$ cat src/rtl/demux_val_rdy_1ton.sv
// demux_val_rdy_1ton: registered 1-to-N val/rdy demux with one-entry buffer per channel and invalid-select drop counter
module demux_val_rdy_1ton #(
  parameter int nbits = 4,
  parameter int nports = 5,
  localparam int sbits = (nports > 1) ? $clog2(nports) : 1
) (
  input  logic                    clk,
  input  logic                    reset,
  input  logic                    in_val,
  output logic                    in_rdy,
  input  logic [nbits-1:0]        in_msg,
  input  logic [sbits-1:0]        in_sel,
  output logic [nports-1:0]       out_val,
  input  logic [nports-1:0]       out_rdy,
  output logic [nports*nbits-1:0] out_msg,
  output logic [7:0]              drop_count
);
  logic [nports-1:0] full;
  logic [nports-1:0][nbits-1:0] data;
  logic [(1<<sbits)-1:0] full_p, rdy_p;
  logic sel_ok, in_fire;
  // pad to the full select range so out-of-range selects index defined bits
  always_comb begin
    full_p = '0;
    rdy_p = '0;
    full_p[nports-1:0] = full;
    rdy_p[nports-1:0] = out_rdy;
  end
  assign sel_ok = int'(in_sel) < nports;
  assign in_rdy = !reset && (!sel_ok || !full_p[in_sel] || rdy_p[in_sel]);
  assign in_fire = in_val && in_rdy;
  assign out_val = full;
  assign out_msg = data;
  always_ff @(posedge clk) begin
    if (reset) begin
      full <= '0;
      data <= '0;
      drop_count <= '0;
    end else begin
      for (int i = 0; i < nports; i++) begin
        if (in_fire && sel_ok && int'(in_sel) == i) begin
          full[i] <= 1'b1;
          data[i] <= in_msg;
        end else if (full[i] && out_rdy[i]) begin
          full[i] <= 1'b0;
        end
      end
      if (in_fire && !sel_ok && drop_count != 8'hff) drop_count <= drop_count + 8'd1;
    end
  end
endmodule
$ cat config.mk
export PLATFORM = sky130hd
export DESIGN_NAME = demux_val_rdy_1ton
export DESIGN_NICKNAME = d
export VERILOG_FILES = /design/src/rtl/demux_val_rdy_1ton.sv
export SDC_FILE = /design/constraint.sdc
export NUM_CORES = 1
export LEC_CHECK = 0
export BUFFER_PORTS_ARGS = -buffer_cell sky130_fd_sc_hd__buf_2
export CAP_MARGIN = 30
export CORE_AREA = 2 2 85 87
export DETAILED_ROUTE_END_ITERATION = 10
export DIE_AREA = 0 0 87 89
export PLACE_DENSITY = 0.38
export SYNTH_ARGS = -nofsm -noshare
export SYNTH_HDL_FRONTEND = slang
export SYNTH_SLANG_ARGS = --single-unit
$ cat constraint.sdc
create_clock -name clk -period 2.2 [get_ports clk]
set_input_delay 0.55 -clock clk [delete_from_list [all_inputs] [get_ports clk]]
set_output_delay 0.55 -clock clk [all_outputs]
set_load 0.01 [all_outputs]
Word level (Yosys, flattened, before mapping)
Cells that the tools add are included.
{ "op_classes": {"mul": 0, "eq_ne": 5, "magnitude_cmp": 2, "n_bitwise": 0, "n_div": 0, "n_mux": 14, "addsub": 1, "reduce_logical": 26, "shifts": 0} }
{ "op_table": {"columns": ["operator", "count"], "rows": [
  ["$logic_and A1 B1 Y1", 15],
  ["$mux W1", 12],
  ["$reduce_bool A2 Y1", 5],
  ["$eq A3 B3 Y1 const B", 3],
  ["$add A8 B1 Y8 const B", 1],
  ["$ne A8 B8 Y1 const B", 1],
  ["$bmux W1 S3", 2],
  ["$lt A3 B4 Y1 const B", 1],
  ["$eq A3 B2 Y1 const B", 1],
  ["$logic_not A1 Y1", 3],
  ["$logic_not A3 Y1", 1],
  ["$lt A3 B3 Y1 const B", 1],
  ["$logic_or A1 B1 Y1", 2]
]} }
{ "word_totals": {"latchBits": 0, "elab_cells": 59, "rom_bits": 0, "ram_bits": 0, "memories": 0, "regBits": 33} }

Longest topological paths before layout
Gate-level depths: netlist (run 1).
{ "logic_depth": {"word_depth": 10, "mapped_depth": 8, "depth_no_buf": 6} }

Worst setup path before layout (run 1)
No wires, ideal clock.
{ "synth_timing": {"path_type": "input port to output port", "from": "in in_sel[0]", "to": "out in_rdy", "arrival_ps": 1481, "cell_stages": 5, "t_required_ps": 1650, "path_slack_ps": 169, "path_buffers": 1, "cell_sequence": "mux2_2 > o2bb2ai_2 > a221oi_2 > buf_2 > nor2_1"} }
{ "synth_between": {"elab_chain_cells": 6} }
{ "synth_rtl": {"columns": ["element", "line_no", "rtl"], "rows": [
  ["start, declared", "12", "input logic [sbits-1:0] in_sel,"],
  ["$bmux W1 S3", "30", "assign in_rdy = !reset && (!sel_ok || !full_p[in_sel] || rdy_p[in_sel]);"],
  ["$mux W1 (implied by the code)", "30", null],
  ["$logic_not A1 Y1", "30", null],
  ["$logic_or A1 B1 Y1", "30", null],
  ["$logic_or A1 B1 Y1 (*)", "30", null],
  ["$logic_and A1 B1 Y1 (*)", "30", null],
  ["end, declared", "10", "output logic in_rdy,"]
]} }
Mark *: on every way between the ends. The rest lies on a longest branch, timed or not. The select of a mux whose other input is x is not followed.

Worst setup path in the final report (run 1)
Same ends and word-level chain as after synthesis.

==> results of run 1 <==
-- per-stage QoR --
step           power [W]  worst slack [ns]
3_3_place_gp   0.0007352           0.01557
2_1_floorplan  0.0006760            0.1687
5_1_grt         0.001375           0.01129
4_1_cts         0.001347          0.004243
3_5_place_dp   0.0007349          0.008855
6_report        0.001316           0.06374
-- state kept, by name (all words and copies together) (netlist names) --
register / count
out_val: 5
out_msg: 20
drop_count: 8
-- cells in the mapped netlist (2+ instances only) --
| master | count |
|---|---|
| a21oi_1 | 21 |
| a21oi_2 | 5 |
| and3_1 | 2 |
| buf_2 | 2 |
| buf_4 | 2 |
| buf_6 | 2 |
| clkbuf_1 | 4 |
| dfxtp_1 | 33 |
| inv_1 | 2 |
| mux2_2 | 2 |
| mux2i_1 | 2 |
| nand2_1 | 4 |
| nand2b_1 | 2 |
| nand3_1 | 25 |
| nor2_1 | 16 |
| nor2b_1 | 7 |
| nor3_1 | 3 |
| o21ai_0 | 3 |
| o21ai_1 | 18 |
| or3_1 | 2 |
| xnor2_1 | 5 |
-- cell families after synthesis --
group,Yosys count
DFF,33
buffers and inverters,12
and+or+nand+nor,69
adders and majority gates,1
muxes,5
xor gates and xnor gates,6
AOI/OAI and AO/OA,52
-- layout make-up --
type / count / area [µm²] / share of cell area [%]
Multi-Input combinational cell: 133 / 809.5 / 39.72
Clock inverter: 1 / 30.03 / 1.473
Inverter: 2 / 7.507 / 0.3683
Sequential cell: 33 / 660.6 / 32.41
Tap cell: 80 / 100.1 / 4.911
Timing Repair Buffer: 61 / 344.1 / 16.88
Clock buffer: 7 / 86.33 / 4.236
-- power groups by stage --
| stage | Combinational, W | Sequential, W | Clock, W |
|---|---|---|---|
| floorplan | 0.0000507 | 0.000625 | 0 |
| global placement | 0.000113 | 0.000623 | 0 |
| detailed placement | 0.000113 | 0.000622 | 0 |
| CTS | 0.000113 | 0.000608 | 0.000626 |
| global route | 0.000120 | 0.000609 | 0.000645 |
| finish | 0.000109 | 0.000608 | 0.000598 |
-- routing by layer --
metal | share of wire, % | vias up | wire, µm | GRT usage, %
met5 | 0 | - | 0 | 0
met4 | 0.88 | 0 | 40 | 3.409
met3 | 5.8 | 5 | 263 | 3.786
met2 | 47 | 38 | 2145 | 20.89
met1 | 46 | 688 | 2106 | 15.79
li1 | - | 748 | - | -
-- critical path, cell delays in order --
cell       delay, ns
buf_6           0.10
mux2_2          0.34
o2bb2ai_2       0.13
a221oi_2        0.23
nor2_1          0.08
buf_2           0.15
-- path summary, 6_finish.rpt --
kind / slack (ns) / cells past startpoint / end / start
min reg2reg: 0.48 / 2 / out_msg[16]$_SDFFE_PP0P_ / out_msg[16]$_SDFFE_PP0P_
max reg2reg: 0.63 / 6 / drop_count[5]$_SDFFE_PP0P_ / drop_count[0]$_SDFFE_PP0P_
max: 0.06 / 6 / in_rdy / in_sel[0]
min: 0.48 / 2 / out_msg[16]$_SDFFE_PP0P_ / out_msg[16]$_SDFFE_PP0P_
-- timing repair --
item	CTS	global route
setup endpoints to repair	0	1
hold endpoints to repair	0	0
gates resized for setup	0	4
==> flow_metrics.tcl, run 1 <==
set metrics [dict create \
    synth_top_family_by_area "simple AND/OR/NAND/NOR gates" \
    synth_compound_area_share_pct 20.75 \
    worstMarginPinSlew_ns 0.4420 \
    antenna_cells 0 \
    syn_nets 194 \
    seqPwrFrac_pct 46.2 \
    cp.arrival_ns 1.59 \
    drt_iter0_drc 65 \
    drc 0 \
    dp_hpwl_mm 3.387 \
    maxSlewViolCount 0 \
    setup_violations 0 \
    row_count 30 \
    fin_nets 252 \
    viasPerCell 4.666 \
    io_buffers 48 \
    vdd_drop_max_uv 249.8 \
    synth_cells 178 \
    route.final.wire_length_mm 4.555 \
    grt_pass1_vias 1447 \
    synth_enable_flop_cells 0 \
    fin_area_mm2 0.002038 \
    die_h_um 89 \
    rsz0062_at_grt "no" \
    synthArstFlopShare_pct 0 \
    fmax_mhz 468.1 \
    layout_common_cells "buf_2, dfxtp_1, nand3_1, a21oi_1, o21ai_1" \
    antenna_found_initial 0 \
    final_core_util_pct 30.34 \
    cts_num_sinks 33 \
    cts_buffer_depth 2 \
    clk_latency_ns 0.28 \
    drive_gt1_share_pct 34.60 \
    final_antenna_net_count 0 \
    grt_first_pass_wirelength_mm 7.445 \
    yosysTopAreaCellShare_pct 42.96 \
    ys_warn_count 0 \
    clockPowerShare_pct 45.5 \
    critPathKind "in2out" \
    finalHoldViolations 0 \
    synthDistinctLibCells 37 \
    dieWidth_um 87 \
    comb_power_share_pct 8.3 \
    yosys.area.top_type "dfxtp_1" \
    clk_pin_slew_ns 0.07 \
    synth_fa_ha_area_share_pct 0.8137 \
    cts_buffers 5 \
    ys_seq_area_share_pct 42.96 \
    crit_fanout 6 \
    synth_area_mm2 0.001538 \
    overflow 0 \
    start_util_pct 22.89 \
    required_ns 1.65 \
    fillers 730 \
    wl_per_cell_um 14.37 \
    p_int_w 0.001018 \
    maxCapViolCount 0 \
    fin_cells 317 \
    dr.pass1.iters 4 \
    ctsRootBufferMaster "clkbuf_8" \
    ys.flop_type "dfxtp_1" \
    ys_seq_elements 33 \
    switching_share_pct 22.60 \
    slew_headroom_pct 70.47 \
    dp_cells 310 \
    p_leak_nw 0.8337 \
    holdBufCountCts 0 \
    fin_skew_ns 0.006168 \
    cts_tree "done" \
    vias 1479 \
    synth_mux_area_share_pct 3.499 \
    hold_path.class "reg2reg" \
    ctsHtreeMaxLevel 2 \
    p_per_area_mw_per_mm2 645.5 \
    synth_xor_area_share_pct 3.417 \
    grt_max_degree 21 \
    cts_setup_buffers 0 \
    syn_to_final_growth_pct 32.55 \
    die_area_mm2 0.007743 \
    period_share_pct 97.10 \
    layout_commonest_cell "buf_2" \
    tns_ns 0 \
    syn_area_per_cell_um2 8.639 \
    fp.coreArea_mm2 0.006719 \
    track_usage_pct 12.54 \
    start_kind "primary input" \
    critPathCaptureType "primary output" \
    synth-simple-area-share_pct 24.00 \
    ios 49 \
    finalWeightedCongestion 0.7056 \
    synth_area_leaders "dfxtp_1, nand3_1, a21oi_1, o21ai_1, nor2_1" \
    power_switching_w 0.0002973 \
    min_period_ns 2.136 \
    status "finished clean" \
    placed_cell_area_mm2 0.001933 \
    fin_hold_ws_ns 0.4780 \
]
No activity file was read; power rests on OpenSTA's default activity.
==> run 2, diff against run 1 <==
- PLACE_DENSITY: 0.38 -> unset
==> run 2 against run 1 <==
Clock power down 27%. Critical endpoint unchanged. Die area stayed put. Largest cell class unchanged. Critical path type unchanged. Sequential share of layout area rose by 0.90 points.
==> flow_metrics.tcl, run 2 (synthesis gave the netlist of run 1 again) <==
set metrics [dict create \
    status "finished clean" \
    clockPowerShare_pct 38.0 \
    antenna_found_initial 0 \
    wl_per_cell_um 13.53 \
    finalPower_w 0.001151 \
    p_per_area_mw_per_mm2 580.6 \
    path_depth 6 \
    r2r-end "drop_count[5]$_SDFFE_PP0P_" \
    hold_path.class "reg2reg" \
    crit_fanout 6 \
    start_util_pct 22.89 \
    drt_iter0_drc 69 \
    vdd_drop_max_uv 303.9 \
    p_int_w 0.0008651 \
    min_period_ns 2.112 \
    clk_pin_slew_ns 0.07 \
    clk_latency_ns 0.28 \
    crit_start "in_sel[2]" \
    fmax_mhz 473.4 \
    switching_share_pct 24.86 \
    layout_commonest_cell "buf_2" \
    tns_ns 0 \
    vias 1489 \
    die_h_um 89 \
    start_kind "primary input" \
    cts_tree "done" \
    layout_common_cells "buf_2, dfxtp_1, nand3_1, a21oi_1, o21ai_1" \
    holdBufCountCts 0 \
    track_usage_pct 11.07 \
    drive_gt1_share_pct 33.76 \
    final_antenna_net_count 0 \
    route.final.wire_length_mm 4.247 \
    required_ns 1.65 \
    rrSetupSlack_ns 0.58 \
    p_leak_nw 0.8030 \
    finalWeightedCongestion 0.7682 \
    comb_power_share_pct 9.1 \
    cp.arrival_ns 1.56 \
    drc 0 \
    cp_slowest_cell "a221oi_2" \
    row_count 30 \
    viasPerCell 4.742 \
    fp.coreArea_mm2 0.006719 \
    fin_hold_ws_ns 0.4795 \
    finalHoldViolations 0 \
    io_buffers 48 \
    largest_reg_flops 20 \
    power_switching_w 0.0002862 \
    fin_nets 249 \
    overflow 0 \
    setup_violations 0 \
    cts_num_sinks 33 \
    worstPathCellList "buf_2, nor2_1, nand2_1, a221oi_2, nor2_1, buf_2" \
    dr.pass1.iters 4 \
    slew_headroom_pct 62.89 \
    endpoint "in_rdy" \
    ios 49 \
    seqPwrFrac_pct 52.9 \
    final_core_util_pct 29.52 \
    maxCapViolCount 0 \
    cts_buffer_depth 2 \
    period_share_pct 96.01 \
    grt_max_degree 26 \
    dp_hpwl_mm 3.223 \
    worstMarginPinSlew_ns 0.5516 \
    rr_startpoint "drop_count[0]$_SDFFE_PP0P_" \
    reg2regPathDepth 6 \
    ctsRootBufferMaster "clkbuf_8" \
    critPathCaptureType "primary output" \
    cp_top_family "simple AND/OR/NAND/NOR gates" \
    ctsHtreeMaxLevel 2 \
    maxSlewViolCount 0 \
    slowest_delay_ns 0.30 \
    antenna_cells 0 \
    path_buf_inv 2 \
    multi_input_area_um2 807.0 \
    grt_first_pass_wirelength_mm 6.706 \
    critPathKind "in2out" \
    grt_pass1_vias 1412 \
    dieWidth_um 87 \
    seqCellArea_um2 660.6 \
    syn_to_final_growth_pct 28.97 \
    rsz0062_at_grt "no" \
    fillers 715 \
    cts_buffers 5 \
    fin_skew_ns 0.007884 \
    die_area_mm2 0.007743 \
]
==> run 2: changes by cell type in the layout (fill, tap and decap cells not counted), sizes merged <==
cell      delta
buf          -3
clkbuf       -2
clkinv       +2
bufinv       -1
clkinvlp     +1
==> run 2: metrics by stage <==
stage               setup slack [ns]  cell area, µm²  cells
detailed placement         -0.001895            1891    306
floorplan                     0.1687            1538    178
CTS                          0.04551            1979    314
global route                 0.01569            1983    314
global placement           -0.001314            1891    306
finish                       0.08777            1983    314
==> run 2: worst register-to-register path, cell delays in order (launching register included) <==
cell and delay, ns:
dfxtp_1 0.39, ha_1 0.19, nand3_1 0.15, o211ai_2 0.44, nor3_1 0.14, xnor2_1 0.15, nor2_1 0.05
==> run 2: cell type report <==
type / count / share of cell area (%)
Clock buffer: 5 / 3.470
Inverter: 2 / 0.3785
Sequential cell: 33 / 33.31
Multi-Input combinational cell: 133 / 40.69
Clock inverter: 3 / 0.8833
Timing Repair Buffer: 58 / 16.21
Tap cell: 80 / 5.047
==> run 2: worst min-delay path by stage <==
stage	startpoint	to	slack [ns]	cells after the start
after floorplan	out_msg[16]$_SDFFE_PP0P_	out_msg[16]$_SDFFE_PP0P_	0.50	2
after global placement	out_msg[7]$_SDFFE_PP0P_	out_msg[7]$_SDFFE_PP0P_	0.47	2
after detailed placement	out_msg[16]$_SDFFE_PP0P_	out_msg[16]$_SDFFE_PP0P_	0.47	2
after CTS	out_msg[16]$_SDFFE_PP0P_	out_msg[16]$_SDFFE_PP0P_	0.48	2
after global routing	out_msg[12]$_SDFFE_PP0P_	out_msg[12]$_SDFFE_PP0P_	0.50	2
final	out_msg[16]$_SDFFE_PP0P_	out_msg[16]$_SDFFE_PP0P_	0.48	2
==> run 2: layer usage <==
metal  global-route usage (%)  share of wire [%]  vias up  wire (µm)
met2                    18.39                 45       55       1929
met3                    3.786                7.4        5        316
met4                    3.409               0.94        0         40
met5                        0                  0        -          0
met1                    13.57                 46      682       1960
li1                         -                  -      747          -
==> run 2: timing repair <==
action | in CTS | in global routing
gates resized for setup | 1 | 1
buffers inserted | 0 | 0
setup endpoints to repair | 1 | 1
pin swaps | 0 | 0
==> run 2: power groups by stage <==
stage / logic, W / registers (W) / clock network [W]
final: 0.000105 / 0.000609 / 0.000438
after detailed placement: 0.000103 / 0.000622 / 0
after global routing: 0.000114 / 0.000609 / 0.000478
after CTS: 0.000104 / 0.000609 / 0.000453
after global placement: 0.000102 / 0.000622 / 0
after floorplan: 0.0000507 / 0.000625 / 0
==> run 3, diff against run 2 <==
- BUFFER_PORTS_ARGS: -buffer_cell sky130_fd_sc_hd__buf_2 -> -buffer_cell sky130_fd_sc_hd__buf_4
==> run 3 against run 2 <==
First-iteration DRC count is 20% higher. Worst setup slack worse by 0.031 ns. Die area stayed put. Register-to-register slack hardly changed. Global-route usage is 0.51 points higher. Critical path type unchanged. Utilization is 1.7 points higher. Cell count is 0.32% lower. Clock skew is 0.0017 ns lower. Via count is 0.34% higher. Maximum frequency is 1.4% lower. Clock-buffer cell count stayed put.
==> flow_metrics.tcl, run 3 (synthesis gave the netlist of run 1 again) <==
set metrics [dict create \
    status "finished clean" \
    slew_headroom_pct 66.60 \
    largest_reg_flops 20 \
    seqPwrFrac_pct 52.2 \
    layout_common_cells "buf_4, dfxtp_1, nand3_1, a21oi_1, o21ai_1" \
    die_h_um 89 \
    worstPathCellList "buf_6, mux2_4, o2bb2ai_2, a221oi_2, nor2_1, buf_4" \
    wl_per_cell_um 13.72 \
    period_share_pct 97.41 \
    fin_nets 248 \
    setup_violations 0 \
    placed_cell_area_mm2 0.002003 \
    route.final.wire_length_mm 4.295 \
    grt_first_pass_wirelength_mm 6.941 \
    critPathCaptureType "primary output" \
    fin_area_mm2 0.002100 \
    ios 49 \
    comb_power_share_pct 9.9 \
    cts_buffer_depth 2 \
    min_period_ns 2.143 \
    reg2regPathDepth 6 \
    holdBufCountCts 0 \
    dr.pass1.iters 4 \
    power_switching_w 0.0002919 \
    start_util_pct 22.89 \
    die_area_mm2 0.007743 \
    final_antenna_net_count 0 \
    vdd_drop_max_uv 213.7 \
    fmax_mhz 466.6 \
    hold_depth 2 \
    switching_share_pct 25.00 \
    clk_latency_ns 0.29 \
    io_buffers 48 \
    layout_commonest_cell "buf_4" \
    critPathKind "in2out" \
    required_ns 1.65 \
    drt_iter0_drc 83 \
    finalHoldViolations 0 \
    fillers 709 \
    antenna_found_initial 0 \
    maxSlewViolCount 0 \
    clockPowerShare_pct 37.9 \
    p_int_w 0.0008758 \
    grt_max_degree 26 \
    fp.coreArea_mm2 0.006719 \
    crit_fanout 6 \
    cts_num_sinks 33 \
    drc 0 \
    cp_slowest_cell "mux2_4" \
    finalWeightedCongestion 0.7405 \
    syn_to_final_growth_pct 36.53 \
    track_usage_pct 11.58 \
    dp_hpwl_mm 3.185 \
    worstMarginPinSlew_ns 0.4964 \
    ctsRootBufferMaster "clkbuf_8" \
    rsz0062_at_grt "no" \
    fin_skew_ns 0.006187 \
    start_kind "primary input" \
    hold_path.class "reg2reg" \
    cts_buffers 5 \
    overflow 0 \
    fin_cells 313 \
    viasPerCell 4.773 \
    grt_pass1_vias 1437 \
    maxCapViolCount 0 \
    cts_tree "done" \
    row_count 30 \
    vias 1494 \
    clk_pin_slew_ns 0.07 \
    tns_ns 0 \
    dp_cells 305 \
    antenna_cells 0 \
    cp.arrival_ns 1.59 \
    ctsHtreeMaxLevel 2 \
    drive_gt1_share_pct 33.91 \
    dieWidth_um 87 \
    p_per_area_mw_per_mm2 556.2 \
    p_leak_nw 0.8116 \
    slowest_delay_ns 0.31 \
]
## run 3: power by group through the flow
stage | logic [W] | registers (W) | clock network, W
after floorplan | 0.0000507 | 0.000625 | 0
after global placement | 0.000113 | 0.000623 | 0
after detailed placement | 0.000113 | 0.000623 | 0
after CTS | 0.000113 | 0.000609 | 0.000461
after global routing | 0.000125 | 0.000610 | 0.000491
final | 0.000116 | 0.000609 | 0.000443
## run 3: final timing paths
kind,from,to,slack (ns)
worst max-delay path,in_sel[0],in_rdy,0.06
worst min-delay path,out_msg[10]$_SDFFE_PP0P_,out_msg[10]$_SDFFE_PP0P_,0.48
worst max register to register,drop_count[0]$_SDFFE_PP0P_,drop_count[5]$_SDFFE_PP0P_,0.57
worst min register to register,out_msg[10]$_SDFFE_PP0P_,out_msg[10]$_SDFFE_PP0P_,0.48
## run 3: layout make-up
cell class              count  area, µm²  share of cell area [%]
clock buffers               5      68.82                   3.278
repair buffers             57      431.7                   20.56
clock inverters             3      17.52                  0.8343
multi-input cells         133      813.3                   38.74
well taps                  80      100.1                   4.768
flip-flops and latches     33      660.6                   31.47
inverters                   2      7.507                  0.3576
## run 3: per-layer routing
layer	global-route usage [%]	share of wire, %
met3	3.601	7.9
met2	18.81	46
met5	0	0
met4	4.545	1.3
met1	14.36	45
## run 3: critical path, delay by kind of cell
kind,cells,cell delay (ns)
compound gates,2,0.38
buf+inv,2,0.27
mux,1,0.31
simple gates,1,0.09
## run 3: through the flow
step	hold slack [ns]	setup slack [ns]	utilization (%)	power, W
after floorplan	0.4984	0.1687	-	0.0006760
after global placement	0.4731	0.03447	29.81	0.0007356
after detailed placement	0.4769	0.009205	29.81	0.0007359
after CTS	0.4872	0.003546	31.10	0.001184
after global routing	0.5033	0.006048	31.25	0.001226
final	0.4847	0.05699	31.25	0.001168
## run 3: timing repair
| item | CTS | global route |
|---|---|---|
| gates resized for setup | 0 | 3 |
| endpoints found under the setup margin | 0 | 1 |
| setup buffers | 0 | 0 |
